$ cat src/rtl/instruction_fetch.sv
// Fetch stage: owns the PC, drives the combinational instruction ROM and
// registers the returned word into the IF/ID latch. Stall and redirect come
// from later stages. A misaligned or out-of-range PC raises a sticky fault and
// parks the stage in HALT until reset.
module instruction_fetch #(
  parameter logic [63:0] RESET_PC  = 64'h0,
  parameter logic [63:0] ROM_BYTES = 64'h1000
) (
  input  logic        clock,
  input  logic        reset,
  input  logic        stall,
  input  logic        redirect,
  input  logic [63:0] redirect_pc,
  output logic [31:0] rom_address,
  output logic        rom_cs,
  output logic        rom_oe,
  input  logic [63:0] rom_data,
  output logic [63:0] if_pc,
  output logic [31:0] if_instr,
  output logic        if_valid,
  output logic        fetch_fault,
  output logic [31:0] fetch_count
);

  typedef enum logic [1:0] {
    S_IDLE = 2'd0,
    S_RUN  = 2'd1,
    S_HALT = 2'd2
  } state_t;

  state_t      state_q, state_d;
  logic [63:0] pc_q, pc_d;
  logic [63:0] if_pc_q, if_pc_d;
  logic [31:0] if_instr_q, if_instr_d;
  logic        if_valid_q, if_valid_d;
  logic        fault_q, fault_d;
  logic [31:0] count_q, count_d;
  logic        rom_en_q, rom_en_d;
  logic        pc_bad;

  // Upper half of the ROM bus carries nothing for a 32-bit instruction word.
  logic unused_rom_hi;
  assign unused_rom_hi = ^rom_data[63:32];

  // Current PC is unusable if it is not word aligned or lies past the ROM.
  assign pc_bad = (pc_q[1:0] != 2'b00) || (pc_q >= ROM_BYTES);

  // Next-state logic. Fault beats redirect, redirect beats stall.
  always_comb begin
    state_d    = state_q;
    pc_d       = pc_q;
    if_pc_d    = if_pc_q;
    if_instr_d = if_instr_q;
    if_valid_d = if_valid_q;
    fault_d    = fault_q;
    count_d    = count_q;
    rom_en_d   = rom_en_q;
    unique case (state_q)
      S_IDLE: begin
        // One settling cycle before the first capture; enable the ROM now so
        // it is selected for the whole of RUN.
        state_d  = S_RUN;
        rom_en_d = 1'b1;
      end
      S_RUN: begin
        if (pc_bad) begin
          if_valid_d = 1'b0;
          fault_d    = 1'b1;
          state_d    = S_HALT;
          rom_en_d   = 1'b0;
        end else if (redirect) begin
          // The word fetched from the old path this cycle is dropped.
          pc_d       = redirect_pc;
          if_valid_d = 1'b0;
        end else if (!stall) begin
          if_instr_d = rom_data[31:0];
          if_pc_d    = pc_q;
          if_valid_d = 1'b1;
          pc_d       = pc_q + 64'd4;
          count_d    = count_q + 32'd1;
        end
      end
      S_HALT: begin
        rom_en_d = 1'b0;
      end
      default: begin
        // Unreachable encoding: fail safe into the faulted state.
        state_d    = S_HALT;
        fault_d    = 1'b1;
        if_valid_d = 1'b0;
        rom_en_d   = 1'b0;
      end
    endcase
  end

  // State and output registers with synchronous reset over everything.
  always_ff @(posedge clock) begin
    if (reset) begin
      state_q    <= S_IDLE;
      pc_q       <= RESET_PC;
      if_pc_q    <= 64'h0;
      if_instr_q <= 32'h0;
      if_valid_q <= 1'b0;
      fault_q    <= 1'b0;
      count_q    <= 32'h0;
      rom_en_q   <= 1'b0;
    end else begin
      state_q    <= state_d;
      pc_q       <= pc_d;
      if_pc_q    <= if_pc_d;
      if_instr_q <= if_instr_d;
      if_valid_q <= if_valid_d;
      fault_q    <= fault_d;
      count_q    <= count_d;
      rom_en_q   <= rom_en_d;
    end
  end

  assign rom_address = pc_q[31:0];
  assign rom_cs      = rom_en_q;
  assign rom_oe      = rom_en_q;
  assign if_pc       = if_pc_q;
  assign if_instr    = if_instr_q;
  assign if_valid    = if_valid_q;
  assign fetch_fault = fault_q;
  assign fetch_count = count_q;

endmodule

$ cat config.mk
export PLATFORM = sky130hd
export DESIGN_NAME = instruction_fetch
export DESIGN_NICKNAME = d
export VERILOG_FILES = /design/src/rtl/instruction_fetch.sv
export SDC_FILE = /design/constraint.sdc
export NUM_CORES = 1
export LEC_CHECK = 0
export ABC_AREA = 0
export CAP_MARGIN = 20
export CORE_UTILIZATION = 34
export CTS_BUF_LIST = sky130_fd_sc_hd__clkbuf_4 sky130_fd_sc_hd__clkbuf_8 sky130_fd_sc_hd__clkbuf_16
export DETAILED_ROUTE_END_ITERATION = 8
export GPL_TIMING_DRIVEN = 1
export PLACE_DENSITY_LB_ADDON = 0.2
export SETUP_SLACK_MARGIN = 0.4
export SYNTH_ARGS = -nofsm -noshare
export SYNTH_HDL_FRONTEND = slang
export SYNTH_SLANG_ARGS = --single-unit
$ cat constraint.sdc
create_clock -name clock -period 2.9 [get_ports clock]
set_clock_uncertainty 0.15 [all_clocks]
set_input_delay 0.29 -clock clock [delete_from_list [all_inputs] [get_ports clock]]
set_output_delay 0.29 -clock clock [all_outputs]
set_load 0.005 [all_outputs]
==> flow_summary.toml, run 1 <==
[pwr]
leakage_nw = 4.391
total_power_mw = 13.81
ir_worst_vdd_v = 0.0008786
power_density_nw_per_um2 = 1105

[floorplanning]
start_util_pct = 34.92
die_area_um2 = 24950
die_x_um = 158.0
rows = 56
core_area_um2 = 23680
die-height_um = 158.0
io_pins = 296

[timing]
timing.fmax_mhz = 393.5
grt_setup_unrepaired = "yes"
period_needed_ns = 2.541
slew_violations = 0
fin_setup_tns_ns = 0
hold_viol_final = 0
period_share_pct = 87.63
tightest_slew_ns = 0.6916
slew-limit-headroom_pct = 53.84
setup_viol = 0
finalWorstSetupSlack_ns = 0.3586

[layout]
antenna_cells = 0
area_growth_syn_to_layout_pct = 51.09
drive_above_1_share_pct = 13.81
design_area_um2 = 12500
nets = 1396
post_layout_nonfiller_instances = 1593

[hold_path]
hp-class = "in -> reg"
whs_path_depth = 2

[global_routing]
grt_usage_pct = 21.37
globalRouteOverflowTotal = 0
grt_pass1_wl_um = 41140
antenna_found_initial = 0
grt_pass1_vias = 7370
grt_max_degree = 75

[drt]
num_vias = 8094
viasPerCell = 5.081
ant_nets = 0
wl_um = 28110
firstDrtPassIters = 5
drt_iter0_drc = 594
drc_errors = 0
wire_per_inst_um = 17.64

[synth]
synth_area_leaders = "dfxtp_1 (48%), a21oi_1 (6.8%), nand2_1 (6.2%)"
post-synth-top-count-cell = "dfxtp_1"
ys_warn_count = 0
synth_cells = 995
synth_area_leader_cell = "dfxtp_1"
synth_common_cells = "dfxtp_1 (197), nand2_1 (136), a21oi_1 (112), nor2_1 (88), and2_1 (60)"
avgSynthCellArea_um2 = 8.312
yosysSeqAreaShare_pct = 47.69
async_flop_share_pct = 0
syn_nets = 1130
synthesis.area_um2 = 8270
synth-edff-count = 0
synthFlopType = "dfxtp_1"
yosysUniqueCellTypes = 47
ys_seq_elements = 197
synth_top_area_share_pct = 47.69

[worst_setup_path]
endpoint_kind = "register"
cp.buffers_inverters = 2
cp_data_arrival_time_ns = 2.75
cp_num_cells = 8
crit_path_max_fanout = 6
cpMostUsedCell = "nor4_4"
critical_path_required_ns = 3.11
slowest_delay_ns = 0.50
crit_type = "reg -> reg"
cp-start-kind = "register"
worstPathCellList = "nor4_4, nand4_4, buf_12, nor4_4, buf_4, nand3_4, or4_1, a21oi_1"
slowest_stage = "or4_1"
reg2reg_depth = 8
crit_family = "simple AND/OR/NAND/NOR gates"

[clock_tree]
cts-htree-levels = 4
cts_hold_buf = 0
cts_root_buf = "clkbuf_16"
cts.clk_slew.worst_paths_ns = 0.09
worstSkewPairLatency_ns = 0.44
cts_made_buffers = 17
clock_sinks = 197
cts_buffer_depth = 2
cts_tree = "done"

[placement]
pre_cts_ws_ns = 0.04127
dpl_cell_area_um2 = 11220
dp.cells = 1530
routabilityCongestion = 0.8553
numPortBuffers = 263
hpwl_um = 18130

[run]
maxCapViolations = 0

[outcome]
status = "complete, no violations"
kinds of logic (layout without fill, tap and decap cells):
family                     count (synthesis)  after routing  share of synthesized area (%)
AOI/OAI and AO/OA                        199            199                          13.69
xor gates and xnor gates                   6              6                         0.6355
adders and majority gates                  3              3                         0.4539
buffers and inverters                    113            390                          6.762
DFF                                      197            197                          47.69
muxes                                      7              7                         0.9379
and+or+nand+nor                          470            472                          29.83
registers in the layout (all words and copies together) (netlist names):
register,flops
if_pc,64
pc_q,64
if_valid,1
state_q,2
rom_cs,1
fetch_fault,1
if_instr,32
fetch_count,32
cell type report:
cell class / instances / area, µm²
fillers: 2240 / 11190
well taps: 319 / 399.1
repair buffers: 335 / 3401
flip-flops and latches: 197 / 3964
clock inverters: 15 / 186.4
multi-input cells: 687 / 4034
clock buffers: 17 / 425.4
inverters: 23 / 86.33
per-stage QoR:
stage,hold WS [ns],utilization [%]
6_report,0.1503,52.76
5_1_grt,0.1795,52.76
4_1_cts,0.1302,51.48
3_5_place_dp,0.2922,47.36
3_3_place_gp,0.2868,47.36
2_1_floorplan,0.2794,-
path summary, 6_finish.rpt:
path	startpoint	to	slack, ns
max	pc_q[40]	fetch_count[17]	0.36
min	reset	fetch_count[5]	0.15
max reg2reg	pc_q[40]	fetch_count[17]	0.36
min reg2reg	if_instr[25]	if_instr[25]	0.30
what timing repair did:
item | in CTS | in global routing
gates resized for setup | 27 | 36
pin swaps | 18 | 11
gates cloned | 3 | 9
setup endpoints to repair | 142 | 168
buffers inserted | 17 | 2
worst reg2reg max path: stages, from the launching register on:
cell and delay (ns):
dfxtp_2 0.34, nor4_4 0.35, nand4_4 0.17, buf_12 0.17, nor4_4 0.30, buf_4 0.20
nand3_4 0.13, or4_1 0.51, a21oi_1 0.15
metal layers:
metal	vias to the layer above	wire, µm	track usage [%]
met5	-	0	0
met4	0	532	6.822
met3	31	2105	6.187
met2	291	13100	32.96
met1	3792	12370	28.57
li1	3980	-	-
power breakdown:
group	internal [mW]	switching, mW
Clock	1.25	1.21
Sequential	3.20	0.589
Combinational	3.93	3.64
placed cells by master, fill, tap and decap left out, types with 4 or more instances in the layout:
cell type	Yosys	final
clkdlybuf4s50_1	0	261
dfxtp_1	197	183
nand2_1	136	136
a21oi_1	112	111
nor2_1	88	85
and2_1	60	60
buf_4	33	53
nand3_1	38	38
nand4_1	36	36
o21ai_0	29	25
inv_1	23	23
clkbuf_16	0	22
nor3_1	23	17
or3_1	16	15
o22ai_1	14	14
dfxtp_2	0	13
nor4_4	4	11
nor2b_1	10	10
o31ai_1	11	10
and3_1	10	9
a211oi_1	11	8
buf_12	0	8
nor4_2	4	7
nor4_1	16	6
and4_1	6	6
a221oi_1	6	6
nor3_2	2	6
mux2_2	6	6
buf_6	0	6
o21ai_1	1	5
a21o_1	5	5
or4_1	6	4
No activity file was read; power rests on OpenSTA's default activity.
==> run 2, diff against run 1 <==
--- a/config.mk
+++ b/config.mk
@@ -13,6 +13,7 @@
 export GPL_TIMING_DRIVEN = 1
 export PLACE_DENSITY_LB_ADDON = 0.2
 export SETUP_SLACK_MARGIN = 0.4
+export SLEW_MARGIN = 20
 export SYNTH_ARGS = -nofsm -noshare
 export SYNTH_HDL_FRONTEND = slang
 export SYNTH_SLANG_ARGS = --single-unit
==> results of run 2 <==
Final layout, timing and power as in run 1 (identical DEF).
